==> src/rtl/vlsu_pkg.sv <==
// Shared types, sizes and the lane/offset -> sequential nibble index map
// for the matrix store deshuffle path.
package vlsu_pkg;

  localparam int unsigned DLEN       = 16;
  localparam int unsigned NrExits    = 4;
  localparam int unsigned NbPerLane  = DLEN / 4;
  localparam int unsigned NbTotal    = NrExits * NbPerLane;
  localparam int unsigned IdxW       = $clog2(NbTotal);
  localparam int unsigned LogNbLane  = $clog2(NbPerLane);
  localparam int unsigned InfoBufDep = 4;
  localparam int unsigned NrVInsn    = 8;
  localparam int unsigned ReqIdW     = $clog2(NrVInsn);
  localparam int unsigned CmtCntW    = 4;

  typedef enum logic [1:0] {
    SEW8  = 2'd0,
    SEW16 = 2'd1,
    SEW32 = 2'd2,
    SEW64 = 2'd3
  } sew_e;

  typedef logic [ReqIdW-1:0] req_id_t;

  typedef struct packed {
    req_id_t              req_id;
    sew_e                 sew;
    logic                 vm;
    logic [CmtCntW-1:0]   cmt_cnt;
    logic                 md;
    logic [1:0]           mode;
  } meta_glb_t;

  typedef struct packed {
    req_id_t              req_id;
    sew_e                 sew;
    logic                 vm;
    logic [CmtCntW-1:0]   cmt_cnt;
  } store_info_t;

  typedef struct packed {
    req_id_t                 req_id;
    logic [NbPerLane*4-1:0]  data;
    logic [NbPerLane-1:0]    nbe;
  } rx_lane_t;

  typedef struct packed {
    logic [NbTotal*4-1:0]  nb;
    logic [NbTotal-1:0]    en;
  } seq_buf_t;

  typedef struct packed {
    logic [NrVInsn-1:0]  vinsn_done;
  } pe_resp_t;

  // Elements are spread round-robin over the lanes; an element wider than a
  // lane beat is split into lane-beat-sized chunks that follow the same rule.
  function automatic int unsigned query_seq_idx_2d_cln(input int unsigned nr_exits,
                                                       input int unsigned idx,
                                                       input sew_e        sew);
    int unsigned ew;
    int unsigned lane;
    int unsigned off;
    ew = 32'(sew) + 32'd1;
    if (ew > LogNbLane) ew = LogNbLane;
    lane = idx / NbPerLane;
    off  = idx % NbPerLane;
    return ((((off >> ew) * nr_exits) + lane) << ew) | (off & ((32'd1 << ew) - 32'd1));
  endfunction

endpackage

==> src/rtl/circular_queue_ptr.sv <==
// Wrap-flag circular pointer: value counts 0..Depth-1, flag toggles on wrap.
module circular_queue_ptr #(
  parameter int unsigned Depth = 4
) (
  input  logic                     clk_i,
  input  logic                     rst_i,
  input  logic                     i_inc,
  output logic                     o_flag,
  output logic [$clog2(Depth)-1:0] o_value
);

  localparam int unsigned PtrW = $clog2(Depth);

  logic            r_flag;
  logic [PtrW-1:0] r_value;

  always_ff @(posedge clk_i or posedge rst_i) begin
    if (rst_i) begin
      r_flag  <= 1'b0;
      r_value <= '0;
    end else if (i_inc) begin
      r_value <= r_value + PtrW'(1);
      if (r_value == PtrW'(Depth - 1)) r_flag <= ~r_flag;
    end
  end

  assign o_flag  = r_flag;
  assign o_value = r_value;

endmodule

==> src/rtl/m_deshuffle_xbar.sv <==
// Inverse lane/offset permutation into sequential nibble order, with byte
// enables gated by the mask unless the store is unmasked.
module m_deshuffle_xbar
  import vlsu_pkg::*;
(
  input  sew_e                              i_sew,
  input  logic                              i_vm,
  input  rx_lane_t                          i_slots [NrExits],
  input  logic [NrExits-1:0][NbPerLane-1:0] i_mask_bits,
  output seq_buf_t                          o_seq
);

  always_comb begin
    logic [IdxW-1:0] s;
    o_seq = '0;
    s     = '0;
    for (int unsigned l = 0; l < NrExits; l++) begin
      for (int unsigned o = 0; o < NbPerLane; o++) begin
        s = IdxW'(query_seq_idx_2d_cln(NrExits, l * NbPerLane + o, i_sew));
        o_seq.nb[{s, 2'b00} +: 4] = i_slots[l].data[o*4 +: 4];
        o_seq.en[s] = i_slots[l].nbe[o] & (i_vm | i_mask_bits[l][o]);
      end
    end
  end

endmodule

==> src/rtl/m_deshuffle_unit.sv <==
// Store-path deshuffle: collects one beat per lane, reorders into sequential
// nibbles, masks, emits one beat per commit and retires vinsns via pe_resp.
module m_deshuffle_unit
  import vlsu_pkg::*;
(
  input  logic                              clk_i,
  input  logic                              rst_i,
  input  logic                              meta_info_valid_i,
  output logic                              meta_info_ready_o,
  input  meta_glb_t                         meta_info_i,
  input  logic [NrExits-1:0]                rxs_valid_i,
  output logic [NrExits-1:0]                rxs_ready_o,
  input  rx_lane_t                          rxs_i [NrExits],
  input  logic [NrExits-1:0]                mask_valid_i,
  input  logic [NrExits-1:0][NbPerLane-1:0] mask_bits_i,
  output logic                              mask_ready_o,
  output logic                              tx_seq_store_valid_o,
  input  logic                              tx_seq_store_ready_i,
  output seq_buf_t                          tx_seq_store_o,
  output pe_resp_t                          pe_resp_store_o
);

  localparam int unsigned PtrW = $clog2(InfoBufDep);

  // All interfaces are valid/ready: a transfer happens on a cycle where both
  // are high; a valid producer holds its payload stable until accepted.

  store_info_t          r_info [InfoBufDep];
  rx_lane_t             r_slot [NrExits];
  logic [NrExits-1:0]   r_slot_valid;
  logic                 r_tx_valid;
  seq_buf_t             r_tx_data;

  logic                 w_enq_flag, w_deq_flag;
  logic [PtrW-1:0]      w_enq_idx, w_deq_idx;
  logic                 w_empty, w_full, w_enq, w_deq, w_commit, w_last;
  store_info_t          w_head;
  seq_buf_t             w_xbar_out;

  circular_queue_ptr #(.Depth(InfoBufDep)) u_enq_ptr (
    .clk_i   (clk_i),
    .rst_i   (rst_i),
    .i_inc   (w_enq),
    .o_flag  (w_enq_flag),
    .o_value (w_enq_idx)
  );

  circular_queue_ptr #(.Depth(InfoBufDep)) u_deq_ptr (
    .clk_i   (clk_i),
    .rst_i   (rst_i),
    .i_inc   (w_deq),
    .o_flag  (w_deq_flag),
    .o_value (w_deq_idx)
  );

  assign w_empty  = (w_enq_idx == w_deq_idx) && (w_enq_flag == w_deq_flag);
  assign w_full   = (w_enq_idx == w_deq_idx) && (w_enq_flag != w_deq_flag);
  assign w_head   = r_info[w_deq_idx];
  assign w_enq    = meta_info_valid_i && !w_full;
  assign w_commit = (&r_slot_valid) && !w_empty && (w_head.vm || (&mask_valid_i))
                    && (!r_tx_valid || tx_seq_store_ready_i);
  assign w_last   = (w_head.cmt_cnt == '0);
  assign w_deq    = w_commit && w_last;

  assign meta_info_ready_o    = !w_full;
  assign mask_ready_o         = w_commit && !w_head.vm;
  assign rxs_ready_o          = ~r_slot_valid | {NrExits{w_commit}};
  assign tx_seq_store_valid_o = r_tx_valid;
  assign tx_seq_store_o       = r_tx_data;

  always_comb begin
    pe_resp_store_o = '0;
    if (w_deq) pe_resp_store_o.vinsn_done[w_head.req_id] = 1'b1;
  end

  // Enqueue and head update never alias: a shared index means empty (no
  // commit) or full (no enqueue).
  always_ff @(posedge clk_i) begin
    if (w_enq) begin
      r_info[w_enq_idx].req_id  <= meta_info_i.req_id;
      r_info[w_enq_idx].sew     <= meta_info_i.sew;
      r_info[w_enq_idx].vm      <= meta_info_i.vm;
      r_info[w_enq_idx].cmt_cnt <= meta_info_i.cmt_cnt;
    end
    if (w_commit && !w_last) r_info[w_deq_idx].cmt_cnt <= w_head.cmt_cnt - CmtCntW'(1);
  end

  always_ff @(posedge clk_i or posedge rst_i) begin
    if (rst_i) begin
      r_slot_valid <= '0;
    end else begin
      for (int l = 0; l < NrExits; l++) begin
        if (rxs_valid_i[l] && rxs_ready_o[l]) r_slot_valid[l] <= 1'b1;
        else if (w_commit)                    r_slot_valid[l] <= 1'b0;
      end
    end
  end

  always_ff @(posedge clk_i) begin
    for (int l = 0; l < NrExits; l++) begin
      if (rxs_valid_i[l] && rxs_ready_o[l]) r_slot[l] <= rxs_i[l];
    end
  end

  m_deshuffle_xbar u_xbar (
    .i_sew       (w_head.sew),
    .i_vm        (w_head.vm),
    .i_slots     (r_slot),
    .i_mask_bits (mask_bits_i),
    .o_seq       (w_xbar_out)
  );

  always_ff @(posedge clk_i or posedge rst_i) begin
    if (rst_i) begin
      r_tx_valid <= 1'b0;
      r_tx_data  <= '0;
    end else if (w_commit) begin
      r_tx_valid <= 1'b1;
      r_tx_data  <= w_xbar_out;
    end else if (tx_seq_store_ready_i) begin
      r_tx_valid <= 1'b0;
    end
  end

  for (genvar l = 0; l < NrExits; l++) begin : g_chk
    a_slot_req_id: assert property (@(posedge clk_i) disable iff (rst_i)
      w_commit |-> (r_slot[l].req_id == w_head.req_id));
  end

  a_rx_needs_info: assert property (@(posedge clk_i) disable iff (rst_i)
    (|rxs_valid_i) |-> !w_empty);

endmodule
==> config.mk <==
export PLATFORM = sky130hd
export DESIGN_NAME = m_deshuffle_unit
export DESIGN_NICKNAME = d
export VERILOG_FILES = /design/src/rtl/vlsu_pkg.sv /design/src/rtl/circular_queue_ptr.sv /design/src/rtl/m_deshuffle_xbar.sv /design/src/rtl/m_deshuffle_unit.sv
export SDC_FILE = /design/constraint.sdc
export NUM_CORES = 1
export LEC_CHECK = 0
export ABC_AREA = 1
export ABC_CLOCK_PERIOD_IN_PS = 10000
export CORE_MARGIN = 4
export CORE_UTILIZATION = 56
export CTS_CLUSTER_SIZE = 12
export DETAILED_ROUTE_END_ITERATION = 10
export PLACE_DENSITY = 0.83
export SKIP_LAST_GASP = 1
export SLEW_MARGIN = 5
export SYNTH_ARGS = -nofsm -noshare
export SYNTH_HDL_FRONTEND = slang
export SYNTH_HIERARCHICAL = 1
export SYNTH_SLANG_ARGS = --single-unit
==> constraint.sdc <==
create_clock -name clk_i -period 10 [get_ports clk_i]
set_clock_uncertainty 0.15 [all_clocks]
set_input_delay 3 -clock clk_i [delete_from_list [all_inputs] [get_ports clk_i]]
set_output_delay 3 -clock clk_i [all_outputs]
set_load 0.03 [all_outputs]
Word level (Yosys, flattened, before mapping)
Memory sizes are Yosys's and may differ from the RTL's.
Index checks and enable logic that the tools add are counted.

word-level totals
  word-level logic and storage cells = 320
  output and inout bits = 95
  flip-flop bits (word level) = 171
  memories kept = 1
  RAM bits = 40

operators by class
  $lt $le $gt $ge = 35
  equal/unequal tests = 5
  mux-type cells = 77
  shift operators = 53
  $add $sub $neg = 33
  bitwise logic cells = 50
  reduce and logical (&&, ||, !) cells = 47

memories
  name    depth  bits a word  read ports  clocked after memory_dff  wr ports  RTL line                text
  r_info  4      10           1           0                         2         m_deshuffle_unit.sv:28  store_info_t r_info [InfoBufDep];

operators with widths
  kind                    number
  $shift 4x8->64 const A  16
  $shiftx 4x8->64         16
  $bwmux 64               15
  $shl 32x32->4           16
  $add 32x2->32 const B   8
  $bwmux 16               15
  $add 32x1->32 const B   4
  $neg 6->8               16
  $lt 4x5->1 const B      16
  $and 64x64->64          1
  $demux 1 s4             16
  $ge 4x1->1 const B      16
  $shr 1x32->30 const A   2
  $shr 2x32->30 const A   2
  $gt 32x2->1 const B     1
  $mux 32                 1
  $or 4x2->4              8
  $shl 1x32->2 const A    1
  $logic_and 1x1->1       30
  $mux 1                  28
  $and 1x1->1             16
  $and 16x16->16          1
  $or 1x1->1              16
  $or 4x1->4              4
  other kinds (21)        35

Logic depth before layout (Yosys ltp)
Gate-level depths: netlist of the first run.
An unclocked memory read counts as a cell.

  depth after elaboration = 26
  mapped depth = 17
  gate-level depth less buffers = 15

Cells and area by module
Netlist of the first run, hierarchy kept.

modules (own cells, without submodules)
  module              sequential area each (um^2)  times used  cells an instance  area an instance (um^2)
  m_deshuffle_unit    6,090.8                      1           710                8,230.4
  m_deshuffle_xbar    0.0                          1           479                2,424.8
  circular_queue_ptr  75.1                         2           18                 141.4

Worst setup path after synthesis of the first run
Ideal clock, no wire load.

  path kind = input port to output port
  start point = in mask_valid_i[2]
  end point = out mask_ready_o
  slack = 2.750 ns
  cell stages on the path = 6
  buffers on the path = 2
  data required time = 6.850 ns
  arrival = 4.100 ns
  cells stage by stage = nand4_1 nand3_1 nand4_4 buf_6 buf_2 nor2_1

on the way
  word-level cells in the longest chain between the ends = 5

ends and longest elaborated chain
  element             RTL line                text
  start: declaration  m_deshuffle_unit.sv:14  input logic [NrExits-1:0] mask_valid_i,
  $reduce_and 4->1    m_deshuffle_unit.sv:60  assign w_commit = (&r_slot_valid) && !w_empty && (w_head.vm || (&mask_valid_i))
  $logic_or 1x1->1    m_deshuffle_unit.sv:60
  $logic_and 1x1->1   m_deshuffle_unit.sv:60
  $logic_and 1x1->1   m_deshuffle_unit.sv:61  && (!r_tx_valid || tx_seq_store_ready_i);
  $logic_and 1x1->1   m_deshuffle_unit.sv:66  assign mask_ready_o = w_commit && !w_head.vm;
  end: declaration    m_deshuffle_unit.sv:16  output logic mask_ready_o,

No other way between the ends.

==> flow_summary.toml, run 1 <==
[run_status]
status = "completed"

[sta]
fmax_mhz = 120
tns_ns = 0
layout_min_cycle_time_ns = 8.30
rsz0062_at_grt = "no"
setup_viol = 0
worst_slew_pin_slew_ns = 1.23
maxSlewViolCount = 0
final-hold-violation-count = 0
slew_headroom_pct = 17.8
finalCritPeriodShare_pct = 83.0

[power]
total_power_mw = 4.51
p_leak_nw = 6.02
power_frac_comb_pct = 51.0
netSwitchingFraction_pct = 46.0
ir_drop_uv = 439
pwr_density_cell_mw_per_mm2 = 333
p_clk_share_pct = 16.7
p_seq_share_pct = 32.3
p_int_mw = 2.43
switchingPower_mw = 2.08

[clocking]
cts-buffers-inserted = 22
cts_tree = "built"
cts_root_buf = "clkbuf_16"
clockBufferDepth = 3
postCtsHoldBufs = 0
cts_sinks = 211
worstSkewPairLatency_ns = 0.51
cts.clk_slew.worst_paths_ns = 0.06
htreeDepth = 1
cts_setup_buffers = 0
ctsResizeCount = 0

[critical_path]
cpMostUsedCell = "clkdlybuf4s50_1"
path_cells = "clkdlybuf4s50_1 -> nand4_1 -> nand3_1 -> nand4_4 -> nor2_4 -> nand2_1 -> nor2_1 -> clkdlybuf4s50_1"
end_kind = "output port"
worst-path-max-fanout = 10
required_ns = 6.85
crit_type = "in2out"
crit_path_start_kind = "input pin"
critPathSlowestCell = "clkdlybuf4s50_1"
cp_slowest_stage_delay_ns = 0.68
arrival_ns = 5.15

[routing]
drt_iter0_markers = 1120
wl_um = 30100
vias = 9118
viasPerCell = 5.41
ant_nets = 0
drt_pass1_iterations = 8
wire_per_inst_um = 17.9
drcViolationCount = 0

[yosys]
synth.cell_area_mm2 = 0.0106
avgSynthCellArea_um2 = 8.72
syn_inst = 1213
ys_warn_count = 6

[die]
die_h_um = 145
core_area_mm2 = 0.0183
ios = 228
rows = 49
dieArea_mm2 = 0.0212
die_w_um = 145
start_util_pct = 57.9

[final_layout]
finalNonFillerCells = 1684
antennaDiodeCount = 0
final_common_cell = "nand2_1"
final_cell_mix = "nand2_1 (363), clkdlybuf4s50_1 (212), inv_1 (175)"
drive_above_1_share_pct = 4.33
syn_to_final_growth_pct = 28.0
num-nets-final = 1596

[run]
cap_viol_max_count = 0

[placed_design]
globalplace.congestion = 0.981
port_buffers = 212
place_inst = 1645
place_hpwl_um = 22300

[global_route]
grt_pass1_vias = 8776
grt_start_max_net_pins = 85
grt_util_all_layers_pct = 27.9
grt_pass1_wl_um = 47100
antenna_found_initial = 0
gr-total-overflow = 0

[min_path]
hold_path_class = "reg2reg"
==> critical path, delay by kind of cell <==
family	cells	cell delay [ns]
buf+inv	2	1.14
simple gates	6	1.01
==> metal layers <==
layer,GRT usage (%),share of wire [%],vias to the layer above
met2,45.4,47,474
met1,39.0,41,4216
met5,0,0,-
met3,5.39,9.7,55
li1,-,-,4373
met4,6.74,2.5,0
==> final cells by class <==
class	instances	area, um2
timing repair buffer	221	2190
multi-input combinational	799	3830
tap	229	287
fill	1330	4730
clock inverter	3	25.0
sequential	211	5880
clock buffer	36	633
inverter	185	701
==> worst paths after layout <==
kind | from | endpoint | slack (ns) | depth (start not counted)
max in group asynchronous | rst_i | tx_seq_store_o[52] | 5.74 | 3
worst min register to register | tx_seq_store_o[0] | tx_seq_store_o[0] | 0.33 | 2
min in group asynchronous | rst_i | u_deq_ptr/o_value[1] | 2.61 | 2
worst max register to register | u_deq_ptr/o_value[0] | r_info[3][2] | 6.03 | 9
worst max-delay path | mask_valid_i[3] | pe_resp_store_o[2] | 1.70 | 8
worst min-delay path | tx_seq_store_o[0] | tx_seq_store_o[0] | 0.33 | 2
==> power by group through the flow <==
stage	combinational, mW	sequential [mW]	clock [mW]
floorplan	1.32	1.67	0
global placement	2.20	1.46	0
detailed placement	2.25	1.47	0
CTS	2.27	1.46	0.762
global route	2.51	1.49	0.806
finish	2.30	1.46	0.754
==> stage by stage <==
stage / area (um2) / hold slack (ns) / utilization (%) / setup WS (ns)
2_1_floorplan: 10700 / 0.339 / - / 2.75
3_3_place_gp: 12900 / 0.316 / 70.5 / 1.76
3_5_place_dp: 12900 / 0.323 / 70.5 / 1.69
4_1_cts: 13500 / 0.338 / 74.1 / 1.69
5_1_grt: 13500 / 0.353 / 74.1 / 1.59
6_report: 13500 / 0.332 / 74.1 / 1.70
==> registers in the layout (all words and copies together) (netlist names) <==
register / count
r_slot: 80
u_deq_ptr/o_value: 2
tx_seq_store_valid_o: 1
r_slot_valid: 4
u_enq_ptr/o_flag: 1
u_deq_ptr/o_flag: 1
tx_seq_store_o: 80
r_info: 40
u_enq_ptr/o_value: 2
Power figures use the tool's default switching activity.
==> run 2, diff against run 1 <==
- ABC_CLOCK_PERIOD_IN_PS: 10000 -> 8300
- CORE_UTILIZATION: 56 -> 52
- PLACE_DENSITY: 0.83 -> 0.78
- clock period: 10 -> 8.3 ns (I/O delays scaled with it)
==> run 2 against run 1 <==
  * Non-clock buffer count unchanged
  * Utilization fell by 5.2 points
  * Die area grew 7.3%
  * Critical endpoint is now pe_resp_store_o[3]
  * Largest cell class unchanged
==> flow_summary.toml, run 2 (synthesized netlist as in run 1, its figures left out) <==
[die]
start_util_pct = 53.6
rows = 51
die_w_um = 151
core_area_mm2 = 0.0197
die_h_um = 151
ios = 228
dieArea_mm2 = 0.0227

[placed_design]
port_buffers = 212
globalplace.congestion = 0.979
place_hpwl_um = 21800
post_dp_cell_area_mm2 = 0.0129
place_inst = 1681

[power]
total_power_mw = 5.43
pwr_density_cell_mw_per_mm2 = 399
p_leak_nw = 6.02
ir_drop_uv = 512

[global_route]
antenna_found_initial = 1
grt_start_max_net_pins = 84
grt_pass1_wl_um = 45700
grtUsageMet2_pct = 42.0
grt.busiest_layer = "met2"
grtUsageMet3_pct = 4.82
grt_util_all_layers_pct = 26.0
gr-total-overflow = 0
grtUsageMet1_pct = 36.3
grt_pass1_vias = 8591

[sta]
maxSlewViolCount = 0
rsz0062_at_grt = "no"
finalCritPeriodShare_pct = 88.0
worst_slew_pin_slew_ns = 1.21
setup_viol = 0
slew_headroom_pct = 18.9
tns_ns = 0
fmax_mhz = 137
final-hold-violation-count = 0
layout_min_cycle_time_ns = 7.31

[critical_path]
worst-path-max-fanout = 9
end_kind = "output port"
required_ns = 5.66
crit_type = "in2out"
crit_path_start_kind = "input pin"
arrival_ns = 4.67

[clocking]
ctsResizeCount = 0
cts_setup_buffers = 0
cts_tree = "built"
cts_root_buf = "clkbuf_16"
worstSkewPairLatency_ns = 0.50
cts_sinks = 211
clockBufferDepth = 3
htreeDepth = 1
cts-buffers-inserted = 22
postCtsHoldBufs = 0
cts.clk_slew.worst_paths_ns = 0.06

[final_layout]
stdcell_area_mm2 = 0.0136
finalNonFillerCells = 1721
drive_above_1_share_pct = 4.40
final_common_cell = "nand2_1"
num-nets-final = 1596
final_cell_mix = "nand2_1 (363), clkdlybuf4s50_1 (212), inv_1 (175)"
antennaDiodeCount = 0
syn_to_final_growth_pct = 28.5

[routing]
ant_nets = 0
viasPerCell = 5.30
vias = 9116
wire_per_inst_um = 17.3
drt_iter0_markers = 864
drcViolationCount = 0
drt_pass1_iterations = 6
wl_um = 29800

[run_status]
status = "completed"

[run]
cap_viol_max_count = 0

[min_path]
hold_path_class = "reg2reg"
run 2: cell count changes in the layout (fill, tap and decap cells not counted), sizes merged:
cell,change
clkbuf,+1
run 2: path summary, 6_finish.rpt:
path,slack [ns],from,endpoint,cells past startpoint
setup / recovery,0.99,mask_valid_i[2],pe_resp_store_o[3],8
setup reg to reg,4.40,u_deq_ptr/o_value[0],r_info[3][2],9
min in group asynchronous,2.11,rst_i,u_enq_ptr/o_flag,2
hold / removal,0.33,tx_seq_store_o[49],tx_seq_store_o[49],2
max in group asynchronous,4.54,rst_i,tx_seq_store_o[54],3
hold reg to reg,0.33,tx_seq_store_o[49],tx_seq_store_o[49],2
run 2: layout make-up:
type                    count  area (um2)
flip-flops and latches    211        5880
fillers                  1562        6120
repair buffers            221        2190
inverters                 185         701
clock inverters             3        15.0
clock buffers              37         648
well taps                 265         332
multi-input cells         799        3830
run 2: power by group:
group	leakage, nW	switching (mW)	internal, mW	total, mW
combinational	3.43	1.89	0.870	2.76
clock	0.324	0.384	0.530	0.914
sequential	2.27	0.212	1.54	1.75
total	6.02	2.49	2.94	5.43
run 2: metrics by stage:
step                setup WS, ns  util [%]  hold WS [ns]
floorplan                   2.07         -         0.339
global placement            1.12      65.6         0.317
detailed placement          1.05      65.6         0.322
CTS                         1.04      68.9         0.337
global route               0.893      68.9         0.361
finish                     0.994      68.9         0.333
run 2: layer usage:
metal / routed length [um] / vias up / part of all wire [%]
met1: 12400 / 4254 / 42
met4: 768 / 2 / 2.6
li1: - / 4378 / -
met3: 2920 / 47 / 9.8
met2: 13700 / 435 / 46
met5: 13 / - / 0.044
run 2: critical path, stage by stage:
cell	delay, ns
clkdlybuf4s50_1	0.46
nand4_1	0.09
nand3_1	0.13
nand4_4	0.22
nor2_4	0.30
nand2_1	0.15
nor2_1	0.14
clkdlybuf4s50_1	0.69
==> run 3, diff against run 2 <==
- CTS_CLUSTER_DIAMETER: not set -> 40
==> run 3 against run 2 <==
  * Register-to-register slack worse by 0.04 ns
  * Combinational power is essentially flat
  * Critical path depth did not move
  * Sequential share of layout area decreased by 1.3 points
  * First-iteration DRC count down 1.3%
  * Largest power group unchanged
==> flow_summary.toml, run 3 (synthesized netlist as in run 1, its figures left out) <==
[run_status]
status = "completed"

[clocking]
htreeDepth = 1
postCtsHoldBufs = 0
cts.clk_slew.worst_paths_ns = 0.05
clockBufferDepth = 3
cts_root_buf = "clkbuf_16"
cts_tree = "built"
cts_sinks = 211
worstSkewPairLatency_ns = 0.55
ctsResizeCount = 0
cts_setup_buffers = 0
cts-buffers-inserted = 31

[global_route]
grt_start_max_net_pins = 84
grt_pass1_wl_um = 46900
grt_util_all_layers_pct = 26.6
antenna_found_initial = 2
grt_pass1_vias = 8824
gr-total-overflow = 0

[routing]
wl_um = 30400
drcViolationCount = 0
drt_pass1_iterations = 6
vias = 9202
drt_iter0_markers = 853
viasPerCell = 5.29
wire_per_inst_um = 17.5
ant_nets = 0

[sta]
rsz0062_at_grt = "no"
finalCritPeriodShare_pct = 87.9
maxSlewViolCount = 0
tns_ns = 0
layout_min_cycle_time_ns = 7.30
fmax_mhz = 137
setup_viol = 0
final.setup.worst_slack_ns = 1.00
worst_slew_pin_slew_ns = 1.26
final-hold-violation-count = 0
slew_headroom_pct = 15.9

[critical_path]
arrival_ns = 4.66
worst-path-max-fanout = 9
rr_startpoint = "u_deq_ptr/o_value[0]"
required_ns = 5.66
crit_type = "in2out"
end_kind = "output port"
crit_path_start_kind = "input pin"
startpoint = "mask_valid_i[2]"

[final_layout]
num-nets-final = 1605
antennaDiodeCount = 0
final_cell_mix = "nand2_1 (363), clkdlybuf4s50_1 (212), inv_1 (175)"
final_common_cell = "nand2_1"
stdcell_area_mm2 = 0.0140
syn_to_final_growth_pct = 32.5
drive_above_1_share_pct = 6.04

[power]
pwr_density_cell_mw_per_mm2 = 419
p_leak_nw = 6.24
ir_drop_uv = 510

[placed_design]
port_buffers = 212
post_dp_cell_area_mm2 = 0.0129
place_hpwl_um = 21800
dp_slack_ns = 1.05
globalplace.congestion = 0.979

[run]
cap_viol_max_count = 0

[die]
core_area_mm2 = 0.0197
rows = 51
dieArea_mm2 = 0.0227
die_h_um = 151
die_w_um = 151
ios = 228
start_util_pct = 53.6

[min_path]
hold_path_class = "reg2reg"
min_from = "tx_seq_store_o[49]"
-- run 3: routing by layer --
layer / vias to the layer above / track usage [%] / routed length (um)
met3: 76 / 6.02 / 3060
met4: 4 / 7.93 / 848
met1: 4245 / 36.1 / 12400
met2: 471 / 43.1 / 14100
met5: - / 0 / 27
li1: 4406 / - / -
-- run 3: worst max-delay path: stages --
cell	delay, ns
clkdlybuf4s50_1	0.46
nand4_1	0.09
nand3_1	0.13
nand4_4	0.22
nor2_4	0.29
nand2_1	0.15
nor2_1	0.15
clkdlybuf4s50_1	0.69
-- run 3: path summary, 6_finish.rpt --
path | to | slack [ns] | cells past startpoint
max in group asynchronous | tx_seq_store_o[21] | 4.57 | 3
max reg2reg | r_info[3][1] | 4.36 | 9
min reg2reg | tx_seq_store_o[49] | 0.33 | 2
max | pe_resp_store_o[3] | 1.00 | 8
min in group asynchronous | u_enq_ptr/o_value[0] | 2.07 | 2
min | tx_seq_store_o[49] | 0.33 | 2
-- run 3: where the power goes --
group | total [mW] | leakage [nW] | switching (mW) | internal [mW]
combinational | 2.77 | 3.43 | 1.90 | 0.871
sequential | 1.76 | 2.27 | 0.215 | 1.54
clock | 1.35 | 0.537 | 0.498 | 0.852
total | 5.88 | 6.24 | 2.61 | 3.27
-- run 3: area by class of cell --
cell class / count / area (um2)
clock buffer: 37 / 830
clock inverter: 21 / 259
fill: 1494 / 5700
inverter: 185 / 701
multi-input combinational: 799 / 3830
sequential: 211 / 5880
tap: 265 / 332
timing repair buffer: 221 / 2190
-- run 3: per-stage QoR --
stage | hold slack, ns | utilization, % | power [mW] | cells
after global placement | 0.317 | 65.6 | 4.41 | 1681
after detailed placement | 0.322 | 65.6 | 4.48 | 1681
after floorplan | 0.339 | - | 3.60 | 1244
after global routing | 0.361 | 71.1 | 6.26 | 1739
after CTS | 0.337 | 71.1 | 5.86 | 1739
final | 0.334 | 71.1 | 5.88 | 1739
